`config.mk`:
```
export PLATFORM = sky130hd
export DESIGN_NAME = button_debounce
export DESIGN_NICKNAME = d
export VERILOG_FILES = /design/src/rtl/button_debounce.sv
export SDC_FILE = /design/constraint.sdc
export NUM_CORES = 1
export LEC_CHECK = 0
export CORE_UTILIZATION = 50
export DETAILED_ROUTE_END_ITERATION = 7
export PLACE_DENSITY_LB_ADDON = 0.2
export SYNTH_ARGS = -nofsm -noshare
export SYNTH_HDL_FRONTEND = slang
export SYNTH_SLANG_ARGS = --single-unit
```
`constraint.sdc`:
```
create_clock -name clk -period 5.6 [get_ports clk]
set_input_delay 1.12 -clock clk [delete_from_list [all_inputs] [get_ports clk]]
set_output_delay 1.12 -clock clk [all_outputs]
set_load 0.02 [all_outputs]
```
`src/rtl/button_debounce.sv`:
```
// Push-button conditioner: synchronises a raw pin, rejects contact bounce and
// produces a clean level plus registered press, release and long-hold strobes.
module button_debounce #(
  parameter int unsigned SYNC_STAGES     = 2,
  parameter int unsigned DEBOUNCE_CYCLES = 50000,
  parameter int unsigned HOLD_CYCLES     = 0,
  parameter int unsigned CNT_WIDTH       = 20,
  parameter int unsigned ACTIVE_LOW      = 0
) (
  input  logic clk,
  input  logic rst,
  input  logic button,
  output logic btn_level,
  output logic press_pulse,
  output logic release_pulse,
  output logic hold_pulse,
  output logic held
);

  localparam logic [1:0] ST_UP     = 2'd0;
  localparam logic [1:0] ST_CHK_DN = 2'd1;
  localparam logic [1:0] ST_DOWN   = 2'd2;
  localparam logic [1:0] ST_CHK_UP = 2'd3;

  localparam logic [CNT_WIDTH-1:0] DB_LAST   = CNT_WIDTH'(DEBOUNCE_CYCLES - 1);
  localparam logic [CNT_WIDTH-1:0] HOLD_MAX  = CNT_WIDTH'(HOLD_CYCLES);
  localparam logic [CNT_WIDTH-1:0] HOLD_LAST =
    CNT_WIDTH'((HOLD_CYCLES == 0) ? 0 : HOLD_CYCLES - 1);
  localparam logic HOLD_EN = (HOLD_CYCLES != 0);

  logic                   w_b;
  logic                   w_s;
  logic [SYNC_STAGES-1:0] r_sync;

  logic [1:0]           r_state, w_state_nxt;
  logic [CNT_WIDTH-1:0] r_cnt, w_cnt_nxt;
  logic [CNT_WIDTH-1:0] r_hcnt, w_hcnt_nxt;
  logic                 r_level, w_level_nxt;
  logic                 r_press, w_press_nxt;
  logic                 r_release, w_release_nxt;
  logic                 r_hold, w_hold_nxt;
  logic                 r_held, w_held_nxt;

  // Polarity is normalised before the first flop so the chain resets to "not pressed".
  assign w_b = button ^ 1'(ACTIVE_LOW);
  assign w_s = r_sync[SYNC_STAGES-1];

  always_ff @(posedge clk) begin
    if (rst) begin
      r_sync <= '0;
    end else begin
      r_sync <= {r_sync[SYNC_STAGES-2:0], w_b};
    end
  end

  always_ff @(posedge clk) begin
    if (rst) begin
      r_state   <= ST_UP;
      r_cnt     <= '0;
      r_hcnt    <= '0;
      r_level   <= 1'b0;
      r_press   <= 1'b0;
      r_release <= 1'b0;
      r_hold    <= 1'b0;
      r_held    <= 1'b0;
    end else begin
      r_state   <= w_state_nxt;
      r_cnt     <= w_cnt_nxt;
      r_hcnt    <= w_hcnt_nxt;
      r_level   <= w_level_nxt;
      r_press   <= w_press_nxt;
      r_release <= w_release_nxt;
      r_hold    <= w_hold_nxt;
      r_held    <= w_held_nxt;
    end
  end

  always_comb begin
    w_state_nxt   = r_state;
    w_cnt_nxt     = r_cnt;
    w_hcnt_nxt    = r_hcnt;
    w_level_nxt   = r_level;
    w_press_nxt   = 1'b0;
    w_release_nxt = 1'b0;
    w_hold_nxt    = 1'b0;
    w_held_nxt    = r_held;
    case (r_state)
      ST_UP: begin
        if (w_s) begin
          w_state_nxt = ST_CHK_DN;
          w_cnt_nxt   = '0;
        end
      end
      ST_CHK_DN: begin
        if (!w_s) begin
          w_state_nxt = ST_UP;
        end else if (r_cnt == DB_LAST) begin
          w_state_nxt = ST_DOWN;
          w_level_nxt = 1'b1;
          w_press_nxt = 1'b1;
          w_hcnt_nxt  = '0;
        end else begin
          w_cnt_nxt = r_cnt + CNT_WIDTH'(1);
        end
      end
      ST_DOWN: begin
        // Hold count only advances here; a release bounce pauses it.
        if (r_hcnt != HOLD_MAX) begin
          w_hcnt_nxt = r_hcnt + CNT_WIDTH'(1);
        end
        if (HOLD_EN && (r_hcnt == HOLD_LAST) && !r_held) begin
          w_hold_nxt = 1'b1;
          w_held_nxt = 1'b1;
        end
        if (!w_s) begin
          w_state_nxt = ST_CHK_UP;
          w_cnt_nxt   = '0;
        end
      end
      ST_CHK_UP: begin
        if (w_s) begin
          w_state_nxt = ST_DOWN;
        end else if (r_cnt == DB_LAST) begin
          w_state_nxt   = ST_UP;
          w_level_nxt   = 1'b0;
          w_release_nxt = 1'b1;
          w_held_nxt    = 1'b0;
          w_hcnt_nxt    = '0;
        end else begin
          w_cnt_nxt = r_cnt + CNT_WIDTH'(1);
        end
      end
      default: begin
        w_state_nxt = ST_UP;
      end
    endcase
  end

  assign btn_level     = r_level;
  assign press_pulse   = r_press;
  assign release_pulse = r_release;
  assign hold_pulse    = r_hold;
  assign held          = r_held;

endmodule

```
== Word-level counts from Yosys, hierarchy flattened ==
Index checks and enable logic that the tools add are counted.
Widths: inputs -> output; s select.

* Add/subtract/negate cells: 1
* Equal/unequal tests: 12
* Multiplexer cells: 19
* Bitwise operators: 3
* Reductions and logical operators: 7

{| class="wikitable"
|+ Operator list
! operator !! number
|-
| $mux 20 || 5
|-
| $pmux 20 s4 || 1
|-
| $add 20x1->20 const B || 1
|-
| $eq 20x16->1 const B || 1
|-
| $mux 2 || 6
|-
| $ne 2x2->1 const B || 6
|-
| $pmux 2 s4 || 1
|-
| $reduce_and 4->1 || 2
|-
| $ne 3x3->1 const B || 2
|-
| $reduce_or 3->1 || 2
|-
| $mux 1 || 5
|-
| $reduce_and 5->1 || 1
|-
| $eq 2x2->1 const B || 2
|-
| $not 1->1 || 3
|-
| $eq 2x1->1 const B || 1
|-
| $logic_not 2->1 || 1
|-
| $pmux 1 s2 || 1
|-
| $reduce_bool 2->1 || 1
|}

* Register bits after elaboration: 27
* Input bits: 3
* Output and inout port bits: 5
* Word-level logic and storage cells: 48

== Longest topological paths before layout ==
Gate-level depths: netlist of run 1.

* Depth in word-level cells: 4
* Gate-level depth with buffers: 7
* Depth with buffers taken out: 6

== Worst setup path after synthesis of run 1 ==
OpenSTA, ideal clock, no wires.

* Path kind: in2reg
* From: input port rst
* To: register r_cnt[4]
* Setup time: 79 ps
* Data arrival time: 2,033 ps
* Data required time: 5,521 ps
* Slack: 3,488 ps
* Stages: 3
* Buffers on the path: 1
* Cells stage by stage: clkbuf_1 -> or4b_2 -> o211ai_1

{| class="wikitable"
|+ RTL lines
! element !! RTL line !! source
|-
| start, declared || 11 || <nowiki>input logic rst,</nowiki>
|-
| end signal, assigned || 68 || <nowiki>r_cnt <= w_cnt_nxt;</nowiki>
|-
| end, declared || 36 || <nowiki>logic [CNT_WIDTH-1:0] r_cnt, w_cnt_nxt;</nowiki>
|}

==> results of run 1 <==
[per-layer routing]
layer | global-route usage | wire length, um | up-vias
met3 | 0.0278 | 70 | 4
li1 | - | - | 571
met5 | 0 | 0 | -
met1 | 0.282 | 1340 | 548
met4 | 0.0769 | 19 | 0
met2 | 0.371 | 1390 | 22
[cell usage in the layout (no fill, tap or decap), types with 3 or more instances in the layout]
master | netlist | routed
a21oi_1 | 9 | 9
nand4_1 | 9 | 9
nor2_1 | 17 | 17
clkdlybuf4s50_1 | 0 | 5
dfxtp_1 | 27 | 27
o21ai_0 | 7 | 7
xor2_1 | 5 | 5
a22oi_1 | 6 | 6
or3_1 | 3 | 3
or4_1 | 3 | 3
and2_1 | 4 | 4
clkbuf_4 | 0 | 3
and3_1 | 6 | 6
nand3_1 | 5 | 5
nand2_1 | 7 | 7
mux2_2 | 4 | 4
[power groups by stage]
| stage | combinational [W] | sequential [W] | clock, W |
|---|---|---|---|
| CTS | 0.0000156 | 0.000196 | 0.0000864 |
| global route | 0.0000174 | 0.000196 | 0.0000905 |
| global placement | 0.0000151 | 0.000200 | 0 |
| detailed placement | 0.0000155 | 0.000200 | 0 |
| finish | 0.0000156 | 0.000196 | 0.0000826 |
| floorplan | 0.0000125 | 0.000200 | 0 |
[synth_stat cells (all sizes together) (2+ instances only)]
master,count
nor2b,2
nor4b,2
nand2b,2
xor2,6
nand4,9
and4,2
or4b,2
nor3,2
or4,3
a22oi,6
nand2,7
nand3,5
nand3b,2
and2,4
and3,6
mux2,4
clkbuf,8
o21ai,8
o211ai,2
buf,3
dfxtp,27
or3,4
nor4bb,2
nor2,17
a21oi,9
o21bai,2
[area by class of cell]
class / instances / share of cell area
clock buffer: 3 / 0.0155
clock inverter: 1 / 0.00345
inverter: 1 / 0.00259
multi-input combinational: 120 / 0.545
sequential: 27 / 0.373
tap: 30 / 0.0259
timing repair buffer: 5 / 0.0345
[through the flow]
stage	hold WS [ps]	power, W	cells
finish	460	0.000294	187
global route	473	0.000304	187
CTS	460	0.000298	187
detailed placement	429	0.000216	183
global placement	419	0.000215	183
floorplan	414	0.000212	159
[flip-flops by register name, summed over array words and instances, names as in the netlist, named ones only]
signal and flops:
r_cnt 20, btn_level 1, press_pulse 1, r_sync 2, r_state 1, release_pulse 1
[worst max path at each step]
| stage | startpoint | end | slack (ps) |
|---|---|---|---|
| CTS | rst | r_cnt[4]$_SDFFE_PP0P_ | 2890 |
| global placement | rst | r_cnt[4]$_SDFFE_PP0P_ | 2580 |
| detailed placement | rst | r_cnt[4]$_SDFFE_PP0P_ | 2540 |
| floorplan | rst | r_cnt[4]$_SDFFE_PP0P_ | 3490 |
| global route | rst | r_cnt[4]$_SDFFE_PP0P_ | 2760 |
| finish | rst | r_cnt[4]$_SDFFE_PP0P_ | 2870 |
[worst max-delay path: cells and delay by family]
kind	cells	cell delay, ps
buffers and inverters	1	870
AO/OA/AOI/OAI	1	160
AND/OR/NAND/NOR	1	820
[logic make-up after synthesis]
logic type,Yosys count,synth area share
flops,27,0.390
compound gates,31,0.149
xor+xnor,7,0.0496
buf+inv,12,0.0433
simple gates,74,0.317
other cells,1,0.00270
fa+ha+maj,1,0.00902
mux,5,0.0397
==> flow_metrics.env, run 1 <==
export IMPL_grt_use_total=0.219
export IMPL_leakage_nw=0.501
export IMPL_io_pins=8
export IMPL_hold_viol=0
export IMPL_holdCritStartpoint="r_sync[0]$_SDFF_PP0_"
export IMPL_criticalPathCategory="in -> reg"
export IMPL_drtIter0Drc=22
export IMPL_worst_setup_path_start_kind="primary input"
export IMPL_cp_max_fo=28
export IMPL_diodes=0
export IMPL_cts_root_buf="clkbuf_4"
export IMPL_fin_skew_ps=6.12
export IMPL_final_util=0.569
export IMPL_area_growth_pct=4.51
export IMPL_postPlaceCellArea_um2=1420
export IMPL_p_seq_frac=0.666
export IMPL_grt_pass1_wl_um=4720
export IMPL_clock_latency_ps=320
export IMPL_drive_gt1_frac=0.0892
export IMPL_routed_wl_um=2820
export IMPL_yosysTopAreaCellShare=0.390
export IMPL_power_switching_w=0.0000679
export IMPL_rr_worst_depth=5
export IMPL_synth_area_um2=1390
export IMPL_remaining_drc_errors=0
export IMPL_numCtsBuffers=3
export IMPL_num_nets_final=162
export IMPL_post_cts_setup_buffers=0
export IMPL_die_area_um2=2990
export IMPL_cts_sinks=27
export IMPL_dr_pass1_iters=4
export IMPL_status="complete, no violations"
export IMPL_pre_cts_ws_ps=2540
export IMPL_first_global_vias=1058
export IMPL_die_width_um=54.7
export IMPL_ys_ff_latch=27
export IMPL_via_per_inst=6.12
export IMPL_n_fill_cell=241
export IMPL_r2r_end="r_cnt[14]$_SDFFE_PP0P_"
export IMPL_finalInstanceArea_um2=1450
export IMPL_num_vias=1145
export IMPL_synth_area_top_cells="dfxtp_1, nor2_1, nand4_1"
export IMPL_syn_inst=158
export IMPL_powerDensity_nw_per_um2=203
export IMPL_clock_fmax_ghz=0.366
export IMPL_clock_path_buffers=2
export IMPL_numPortBuffers=5
export IMPL_rrSetupSlack_ps=3430
export IMPL_r2r_start="r_state[0]$_SDFFE_PP0P_"
export IMPL_fin_crit_sh=0.487
export IMPL_htree_levels=1
export IMPL_synth_edff_count=0
export IMPL_crit_slowest_cell="clkdlybuf4s50_1"
export IMPL_seq_area_frac_synth=0.390
export IMPL_yosys_area_top_type="dfxtp_1"
export IMPL_start_util=0.545
export IMPL_hold_depth=1
export IMPL_grt_overflow=0
export IMPL_slew_headroom=0.395
export IMPL_drt_wirelength_per_cell_um=15.1
export IMPL_ant_nets=0
export IMPL_endpoint_kind="flop"
export IMPL_avgSynthCellArea_um2=8.77
export IMPL_crit_chain="clkdlybuf4s50_1 > or4b_2 > o211ai_1"
export IMPL_pwr_share_clk=0.281
export IMPL_grt_max_degree=29
export IMPL_place_gp_congestion=0.829
export IMPL_grt_antenna_before_repair=0
export IMPL_synth_cell_types=45
export IMPL_worst_slew_pin_slew_ps=904
export IMPL_tns_ps=0
export IMPL_slowest_delay_ps=870
export IMPL_ir_worst_vdd_v=0.000159
export IMPL_clk_pin_slew_worst_paths_ps=140
export IMPL_period_needed_ps=2730
export IMPL_rsz0062_at_grt="false"
export IMPL_synthFlopType="dfxtp_1"
export IMPL_min_to="r_sync[1]$_SDFF_PP0_"
export IMPL_multi_input_area_um2=790
export IMPL_slew_violations=0
export IMPL_rows=18
export IMPL_place_hpwl_um=1970
export IMPL_arrival_ps=2990
export IMPL_design_core_area_um2=2540
export IMPL_fp_dieH_um=54.7
export IMPL_async_flop_share=0
export IMPL_ys_warn_count=0
export IMPL_cts_hold_fix_buffers=0
export IMPL_post_cts_resized=0
export IMPL_swShare=0.231
export IMPL_cts_tree="yes"
export IMPL_drv_cap=0
export IMPL_hp_class="reg -> reg"
export IMPL_power_frac_comb=0.053
export IMPL_final_seq_area_um2=541
export IMPL_p_int_w=0.000226
export IMPL_finalWorstSetupSlack_ps=2870
export IMPL_required_ps=5860
export IMPL_setup_viol=0
Note: power is estimated with default switching activity, not from simulation.
==> run 2: changes to the inputs <==
clock period = 2.35 ns   (was 5.6 ns; I/O delays follow)
==> flow_metrics.env, run 2 (synthesis results as in run 1) <==
export IMPL_status="complete, no violations"
export IMPL_topRoutingLayerUsed="met3"
export IMPL_endpoint_kind="flop"
export IMPL_remaining_drc_errors=0
export IMPL_crit_chain="ha_1 > nand3_1 > or3_4 > o21ai_4 > o21ai_0 > a21oi_1"
export IMPL_drive_gt1_frac=0.100
export IMPL_slowest_delay_ps=440
export IMPL_rrSetupSlack_ps=350
export IMPL_critPathTopFamily="compound AO/OA/AOI/OAI gates"
export IMPL_period_needed_ps=2000
export IMPL_die_width_um=54.7
export IMPL_cts_tree="yes"
export IMPL_place_gp_congestion=0.781
export IMPL_largest_register="r_cnt"
export IMPL_hold_depth=1
export IMPL_rr_worst_depth=6
export IMPL_hp_class="reg -> reg"
export IMPL_criticalPathCategory="reg -> reg"
export IMPL_first_global_vias=1047
export IMPL_largest_reg_flops=20
export IMPL_rows=18
export IMPL_min_to="r_sync[1]$_SDFF_PP0_"
export IMPL_required_ps=2610
export IMPL_via_per_inst=6.09
export IMPL_worst_slew_pin_slew_ps=621
export IMPL_fin_crit_sh=0.852
export IMPL_setup_viol=0
export IMPL_cts_hold_fix_buffers=0
export IMPL_drv_cap=0
export IMPL_clock_latency_ps=320
export IMPL_grt_antenna_before_repair=0
export IMPL_crit_slowest_cell="or3_4"
export IMPL_routed_wl_um=2750
export IMPL_post_cts_resized=0
export IMPL_powerDensity_nw_per_um2=479
export IMPL_place_hpwl_um=1950
export IMPL_clock_path_buffers=2
export IMPL_final_common_cell="dfxtp_1"
export IMPL_fin_skew_ps=4.05
export IMPL_numCtsBuffers=3
export IMPL_grt_use_total=0.219
export IMPL_grt_pass1_wl_um=4680
export IMPL_io_pins=8
export IMPL_dr_wl_met3_um=108
export IMPL_tns_ps=0
export IMPL_htree_levels=1
export IMPL_slew_headroom=0.583
export IMPL_drt_met1_wl_um=1280
export IMPL_cts_root_buf="clkbuf_4"
export IMPL_numPortBuffers=5
export IMPL_reg_top3="r_cnt (20), r_sync (2)"
export IMPL_ant_nets=0
export IMPL_fp_dieH_um=54.7
export IMPL_dr_wl_met2_um=1360
export IMPL_grt_max_degree=28
export IMPL_slew_violations=0
export IMPL_holdCritStartpoint="r_sync[0]$_SDFF_PP0_"
export IMPL_num_vias=1157
export IMPL_drt_wirelength_per_cell_um=14.5
export IMPL_r2r_start="r_cnt[0]$_SDFFE_PP0P_"
export IMPL_cts_sinks=27
export IMPL_clk_pin_slew_worst_paths_ps=140
export IMPL_r2r_end="r_cnt[14]$_SDFFE_PP0P_"
export IMPL_grt_overflow=0
export IMPL_drtIter0Drc=24
export IMPL_arrival_ps=2270
export IMPL_die_area_um2=2990
export IMPL_n_fill_cell=260
export IMPL_hold_viol=0
export IMPL_dr_pass1_iters=4
export IMPL_area_growth_pct=6.05
export IMPL_post_cts_setup_buffers=0
export IMPL_num_nets_final=165
export IMPL_final_util=0.578
export IMPL_design_core_area_um2=2540
export IMPL_cp_max_fo=16
export IMPL_worst_setup_path_start_kind="flop"
export IMPL_leakage_nw=0.514
export IMPL_final_cell_mix="dfxtp_1, nor2_1, nand4_1, a21oi_1"
export IMPL_worst_path_buf_inv=0
export IMPL_rsz0062_at_grt="false"
export IMPL_start_util=0.545
export IMPL_ir_worst_vdd_v=0.000352
export IMPL_clock_fmax_ghz=0.499
export IMPL_diodes=0
==> run 2: cell types whose count changed in the layout (fill, tap and decap cells not counted) <==
cell	previous run	this run
buf_4	0	3
clkbuf_1	0	1
clkinv_2	1	0
==> run 2: metal layers <==
| metal | up-vias | GRT usage |
|---|---|---|
| met3 | 0 | 0.0500 |
| met5 | - | 0 |
| met1 | 555 | 0.277 |
| li1 | 578 | - |
| met4 | 0 | 0.0598 |
| met2 | 24 | 0.367 |
==> run 2: how the worst max path moves through the flow <==
stage	from	endpoint	cells after the start	slack, ps
final	r_cnt[0]$_SDFFE_PP0P_	r_cnt[14]$_SDFFE_PP0P_	6	350
after global routing	r_cnt[4]$_SDFFE_PP0P_	r_cnt[12]$_SDFFE_PP0P_	5	170
after CTS	r_cnt[4]$_SDFFE_PP0P_	r_cnt[13]$_SDFFE_PP0P_	5	350
after detailed placement	r_cnt[4]$_SDFFE_PP0P_	r_cnt[13]$_SDFFE_PP0P_	5	370
after global placement	r_cnt[4]$_SDFFE_PP0P_	r_cnt[12]$_SDFFE_PP0P_	5	430
after floorplan	r_cnt[4]$_SDFFE_PP0P_	btn_level$_SDFFE_PP0P_	5	540
==> run 2: per-stage QoR <==
stage               hold WS [ps]  worst slack [ps]  power [W]  instance area [um^2]  cells
floorplan                    414               540   0.000506                  1390    159
global placement             423               432   0.000516                  1440    186
detailed placement           450               367   0.000516                  1440    186
CTS                          472               346   0.000716                  1470    190
global route                 480               168   0.000738                  1470    190
finish                       467               347   0.000704                  1470    190
==> run 2: power by group <==
group	switching, W	leakage [nW]	total, W	internal [W]
Clock	0.000131	0.0150	0.000198	0.0000665
Combinational	0.0000261	0.281	0.0000420	0.0000159
Sequential	0.00000288	0.218	0.000464	0.000462
Total	0.000160	0.514	0.000704	0.000544
==> run 2: cell type report <==
cell class	instances	area (um^2)	share of cell area
Inverter	1	3.75	0.00255
Sequential cell	27	541	0.368
Tap cell	30	37.5	0.0255
Timing Repair Buffer	8	72.6	0.0494
Multi-Input combinational cell	120	790	0.537
Clock buffer	4	26.3	0.0179
==> run 3: changes to the inputs <==
--- a/config.mk
+++ b/config.mk
@@ -9,2 +9,3 @@
 export DETAILED_ROUTE_END_ITERATION = 7
+export GPL_ROUTABILITY_DRIVEN = 0
 export PLACE_DENSITY_LB_ADDON = 0.2
==> constraint.sdc (replaced) <==
create_clock -name clk -period 2.35 [get_ports clk]
set_input_delay 0.3525 -clock clk [delete_from_list [all_inputs] [get_ports clk]]
set_output_delay 0.3525 -clock clk [all_outputs]
set_load 0.02 [all_outputs]
==> results of run 3 <==
Final layout, timing and power as in run 2 (identical DEF).
